==> config.mk <==
export PLATFORM = sky130hd
export DESIGN_NAME = timer_key_ctrl
export DESIGN_NICKNAME = d
export VERILOG_FILES = /design/src/rtl/timer_key_ctrl.sv
export SDC_FILE = /design/constraint.sdc
export NUM_CORES = 1
export LEC_CHECK = 0
export ABC_AREA = 1
export BUFFER_PORTS_ARGS = -buffer_cell sky130_fd_sc_hd__buf_2
export CELL_PAD_IN_SITES_DETAIL_PLACEMENT = 0
export CELL_PAD_IN_SITES_GLOBAL_PLACEMENT = 2
export CORE_MARGIN = 2
export CORE_UTILIZATION = 33
export CTS_BUF_LIST = sky130_fd_sc_hd__clkbuf_2
export CTS_CLUSTER_DIAMETER = 150
export CTS_CLUSTER_SIZE = 30
export DETAILED_ROUTE_END_ITERATION = 10
export GPL_TIMING_DRIVEN = 0
export PLACE_DENSITY = 0.89
export SYNTH_ARGS = -nofsm -noshare
export SYNTH_HDL_FRONTEND = slang
export SYNTH_SLANG_ARGS = --single-unit
==> constraint.sdc <==
create_clock -name CLK -period 1.6 [get_ports CLK]
set_input_delay 0.32 -clock CLK [delete_from_list [all_inputs] [get_ports CLK]]
set_output_delay 0.32 -clock CLK [all_outputs]
set_load 0.005 [all_outputs]
==> src/rtl/timer_key_ctrl.sv <==
// Front-panel controller for the countdown timer: debounce-strobe prescaler,
// key arbitration, set/run/pause/done state machine and setpoint registers.
module timer_key_ctrl #(
  parameter int DEB_PRESC_BITS   = 10,
  parameter int DEB_PRESC_MODULO = 1000,
  parameter int MAX_MIN          = 59
) (
  input  logic       CLK,
  input  logic       CLR_N,
  input  logic       CE,
  input  logic       KEY_MODE,
  input  logic       KEY_INC,
  input  logic       KEY_DEC,
  input  logic       KEY_START,
  input  logic       TIMER_ZERO,
  output logic       DEB_CE,
  output logic       DEB_REP_EN,
  output logic [5:0] SET_MIN,
  output logic [5:0] SET_SEC,
  output logic       LOAD,
  output logic       RUN,
  output logic       ALARM,
  output logic [2:0] STATE
);

  typedef enum logic [2:0] {
    ST_IDLE    = 3'd0,
    ST_SET_MIN = 3'd1,
    ST_SET_SEC = 3'd2,
    ST_RUN     = 3'd3,
    ST_PAUSE   = 3'd4,
    ST_DONE    = 3'd5
  } state_t;

  localparam logic [DEB_PRESC_BITS-1:0] PRESC_LAST = DEB_PRESC_BITS'(DEB_PRESC_MODULO - 1);
  localparam logic [5:0] MIN_LAST = 6'(MAX_MIN);
  localparam logic [5:0] SEC_LAST = 6'd59;

  logic [DEB_PRESC_BITS-1:0] presc_r;
  logic                      deb_ce_r;
  state_t                    state_r, state_s;
  logic [5:0]                set_min_r, set_min_s;
  logic [5:0]                set_sec_r, set_sec_s;
  logic                      load_r, load_s;
  logic                      run_r, alarm_r, rep_en_r;
  logic                      nonzero_s, any_key_s;

  assign nonzero_s = (set_min_r != 6'd0) || (set_sec_r != 6'd0);
  assign any_key_s = KEY_START | KEY_MODE | KEY_INC | KEY_DEC;

  // Debounce-strobe prescaler: counts CE ticks, strobes once per wrap.
  always_ff @(posedge CLK) begin
    if (!CLR_N) begin
      presc_r  <= '0;
      deb_ce_r <= 1'b0;
    end else if (CE) begin
      if (presc_r == PRESC_LAST) begin
        presc_r  <= '0;
        deb_ce_r <= 1'b1;
      end else begin
        presc_r  <= presc_r + 1'b1;
        deb_ce_r <= 1'b0;
      end
    end else begin
      deb_ce_r <= 1'b0;
    end
  end

  // Next-state and setpoint logic; key priority START > MODE > INC > DEC.
  always_comb begin
    state_s   = state_r;
    set_min_s = set_min_r;
    set_sec_s = set_sec_r;
    load_s    = 1'b0;
    case (state_r)
      ST_IDLE, ST_SET_MIN, ST_SET_SEC: begin
        if (KEY_START) begin
          if (nonzero_s) begin
            state_s = ST_RUN;
            load_s  = 1'b1;
          end else begin
            state_s = ST_IDLE;
          end
        end else if (KEY_MODE) begin
          if (state_r == ST_IDLE)         state_s = ST_SET_MIN;
          else if (state_r == ST_SET_MIN) state_s = ST_SET_SEC;
          else                            state_s = ST_IDLE;
        end else if (KEY_INC) begin
          if (state_r == ST_SET_MIN) begin
            set_min_s = (set_min_r == MIN_LAST) ? 6'd0 : set_min_r + 6'd1;
          end else if (state_r == ST_SET_SEC) begin
            set_sec_s = (set_sec_r == SEC_LAST) ? 6'd0 : set_sec_r + 6'd1;
          end else begin
            set_min_s = set_min_r;
          end
        end else if (KEY_DEC) begin
          if (state_r == ST_SET_MIN) begin
            set_min_s = (set_min_r == 6'd0) ? MIN_LAST : set_min_r - 6'd1;
          end else if (state_r == ST_SET_SEC) begin
            set_sec_s = (set_sec_r == 6'd0) ? SEC_LAST : set_sec_r - 6'd1;
          end else begin
            set_min_s = set_min_r;
          end
        end else begin
          state_s = state_r;
        end
      end
      ST_RUN: begin
        if (TIMER_ZERO)     state_s = ST_DONE;
        else if (KEY_START) state_s = ST_PAUSE;
        else                state_s = ST_RUN;
      end
      ST_PAUSE: begin
        if (KEY_START)     state_s = ST_RUN;
        else if (KEY_MODE) state_s = ST_IDLE;
        else               state_s = ST_PAUSE;
      end
      ST_DONE: begin
        if (any_key_s) state_s = ST_IDLE;
        else           state_s = ST_DONE;
      end
      default: state_s = ST_IDLE;
    endcase
  end

  // State register with outputs decoded from the next state so they are registered.
  always_ff @(posedge CLK) begin
    if (!CLR_N) begin
      state_r   <= ST_IDLE;
      set_min_r <= 6'd0;
      set_sec_r <= 6'd0;
      load_r    <= 1'b0;
      run_r     <= 1'b0;
      alarm_r   <= 1'b0;
      rep_en_r  <= 1'b0;
    end else begin
      state_r   <= state_s;
      set_min_r <= set_min_s;
      set_sec_r <= set_sec_s;
      load_r    <= load_s;
      run_r     <= (state_s == ST_RUN);
      alarm_r   <= (state_s == ST_DONE);
      rep_en_r  <= (state_s == ST_SET_MIN) || (state_s == ST_SET_SEC);
    end
  end

  assign DEB_CE     = deb_ce_r;
  assign DEB_REP_EN = rep_en_r;
  assign SET_MIN    = set_min_r;
  assign SET_SEC    = set_sec_r;
  assign LOAD       = load_r;
  assign RUN        = run_r;
  assign ALARM      = alarm_r;
  assign STATE      = state_r;

endmodule

==> results.md <==
- Asr flop ratio synth: 0%
- Number of global-route vias before repair: 1546
- Via Count: 1738
- Hold slack final: 230 ps
- Latest clock arrival within the worst-skew pair: 370 ps
- Port bufs: 26
- Top_reg_cell synth: dfxtp_1
- Core box area: 0.00547 mm2
- Worst setup SP type: flip-flop
- Initial antenna violation count: 0
- Layout Nets: 312
- Area Overhead vs Synth: 18.6%
- Yosys warns: 0
- Share of layout cells above drive strength 1: 27.2%
- Sw Share: 31.0%
- Drt via density: 4.70
- CTS tree: done
- Post-Synthesis Cells: 260
- Pin count of the biggest net entering global routing: 11
- Hold EP: SET_SEC[3]$_SDFFE_PN0P_
- Final hold vios: 0
- R2r endpoint: DEB_REP_EN$_SDFF_PN0_
- Avg Inst Size Synth: 7.18 um2
- Hold Crit Start: CLR_N
- Slew Limit Fails: 0
- Sequential cell area: 609 um2
- # hold bufs at CTS: 0
- Switch Pwr: 0.544 mW
- Pwr Total: 1.75 mW
- Worst reg2reg setup slack: 100 ps
- Grt total ovfl: 0
- Status: finished, final reports clean
- Ant. Diodes: 0
- Flop pwr share: 46.4%
- Post-route DRC: 0
- DR WL/cell: 11.6 um
- Antenna viol nets, final: 0
- Sequential area share after synthesis: 32.2%
- P_int: 1.21 mW
- Area of the die: 0.00627 mm2
- Fin util: 40.4%
- Setup_tns: 0 ps
- R2R depth: 10
- Worst EP arrival: 1810 ps
- Pwr dens: 792 mW/mm2
- Critical path fanouts, max: 5
- DP HPWL: 3260 um
- Final WL: 4290 um
- Final period utilization: 93.6%
- Clock buffer depth: 2
- Syn Nets: 274
- Peak supply drop: 594 uV
- Pleak: 0.999 nW
- Clock slew at reported path FFs: 160 ps
- Clock buffer count from CTS: 5
- Starting DRT DRC Count: 40
- Global-route usage over all layers: 14.5%
- RSZ-0062 raised after global routing: true
- Max Clock Freq: 0.667 GHz
- Yosys reg bits: 30
- Initial core utilization: 34.1%
- Die H: 79.2 um
- First-pass iteration count of the detailed router: 6
- H-tree levels: 2
- Worst slack at placement: -42.8 ps
- Die Wd: 79.2 um
- Area of the multi-input gates: 0.00112 mm2
- Setup Viol. Count Final: 0
- Max-cap violations: 0
- RD Place Congestion: 0.784
- Worst slew pin tran: 471 ps
- Comb power frac: 23.8%
- CP required: 1910 ps
- Crit. End Element: flip-flop
- Max_slew headroom: 68.6%
- Worst Hold Class: input port to flip-flop
- CTS root buf: clkbuf_2
- Final setup margin: 102 ps
- R2r startpoint: SET_MIN[1]$_SDFFE_PN0P_
- Hold path depth: 3
- Synth unique cells: 33
- Global-route wire length before repair: 7180 um
- Synthesized cell area: 0.00187 mm2
- Clk pwr share: 29.8%
- Clk sinks: 30
- Final Critical Period: 1500 ps
- IO Pins: 28
- Fill cell count: 601
- Rows: 27
- WS Path Type: flip-flop to flip-flop
- Layout Skew: 14.3 ps
- EDFF count, synth: 0
==> power by group through the flow <==
stage / sequential [mW] / combinational (mW) / clock, mW
after floorplan: 0.830 / 0.290 / 0
after global placement: 0.832 / 0.387 / 0
after detailed placement: 0.832 / 0.389 / 0
after CTS: 0.817 / 0.392 / 0.546
after global routing: 0.821 / 0.471 / 0.578
final: 0.814 / 0.418 / 0.522
==> area by class of cell <==
cell class,instances,area share (%)
buffer,5,1.30
clock buffer,5,1.13
clock inverter,2,1.53
inverter,36,6.22
multi-input combinational,189,50.7
sequential,30,27.5
tap,72,4.07
timing repair buffer,31,7.57
==> cells in the mapped netlist, types with 3 or more instances <==
cell	count	share of area, %
a21oi_1	22	5.9
dfxtp_1	30	32
ha_1	6	4.0
inv_1	21	4.2
inv_2	14	2.8
nand2_1	31	6.2
nand2_2	4	1.3
nand2_4	4	2.4
nand3_1	19	5.1
nor2_1	25	5.0
nor3_1	9	2.4
o21ai_0	16	4.3
o21ai_1	14	3.8
o31ai_1	3	1.2
xnor2_1	5	2.3
xor2_1	10	4.7
==> kinds of logic (layout without fill, tap and decap cells) <==
kind of cell | after synthesis | after routing | synth area share (%)
AOI/OAI and AO/OA | 62 | 62 | 18.8
xor gates and xnor gates | 15 | 15 | 7.04
adders and majority gates | 6 | 6 | 4.02
buffers and inverters | 41 | 79 | 8.79
DFF | 30 | 30 | 32.2
muxes | 1 | 1 | 0.537
and+or+nand+nor | 105 | 105 | 28.6
==> state kept, by name, summed over array words and instances, names as in the netlist <==
| signal | flops |
|---|---|
| DEB_REP_EN | 1 |
| DEB_CE | 1 |
| presc_r | 10 |
| RUN | 1 |
| SET_SEC | 6 |
| LOAD | 1 |
| ALARM | 1 |
| SET_MIN | 6 |
| STATE | 3 |
==> placed cells by master, fill, tap and decap left out, types with 3 or more instances in the layout <==
cell and n:
o21ai_0 16, o21ai_1 14, buf_2 28, nand2_2 5
xnor2_1 5, inv_1 18, xor2_1 10, dfxtp_1 27
nor3_1 9, nor2_2 4, nand2_4 4, nor2_1 23
buf_4 5, nand2_1 30, a21oi_1 22, inv_2 16
clkbuf_2 5, o31ai_1 3, ha_1 5, nand3_1 19
==> stage by stage <==
step	cell area [um2]	cells
global route	2210	370
floorplan	1870	260
global placement	2090	358
detailed placement	2090	358
finish	2210	370
CTS	2150	365
==> critical path, stage by stage, from the launching register on <==
cell and delay, ps:
dfxtp_2 370, inv_1 110, ha_4 150, nand2_2 90, nor2_4 150, nand2_4 70, nand2_4 80, nand2_2 70
a21oi_4 170, nand2_2 60, a21oi_2 120
==> what timing repair did <==
action / 4_1_cts / 5_1_grt
setup endpoints to repair: 4 / 6
buffers inserted: 0 / 5
pin swaps: 0 / 3
gates resized for setup: 5 / 9
==> routing by layer <==
metal	part of all wire [%]	global-route usage [%]	wire length (um)
met5	0	0	0
met4	1.0	4.14	43
met3	4.0	3.75	173
met2	48	24.2	2040
met1	47	18.3	2030
==> worst max path at each step <==
stage,from,to,slack (ps),cells past startpoint
2_1_floorplan,SET_SEC[0]$_SDFFE_PN0P_,DEB_REP_EN$_SDFF_PN0_,120,10
3_3_place_gp,SET_SEC[0]$_SDFFE_PN0P_,DEB_REP_EN$_SDFF_PN0_,-50,10
3_5_place_dp,SET_SEC[0]$_SDFFE_PN0P_,DEB_REP_EN$_SDFF_PN0_,-40,10
4_1_cts,SET_MIN[0]$_SDFFE_PN0P_,ALARM$_SDFF_PN0_,2,10
5_1_grt,SET_MIN[1]$_SDFFE_PN0P_,DEB_REP_EN$_SDFF_PN0_,-40,10
6_report,SET_MIN[1]$_SDFFE_PN0P_,DEB_REP_EN$_SDFF_PN0_,100,10
(Power assumes the default switching activity.)
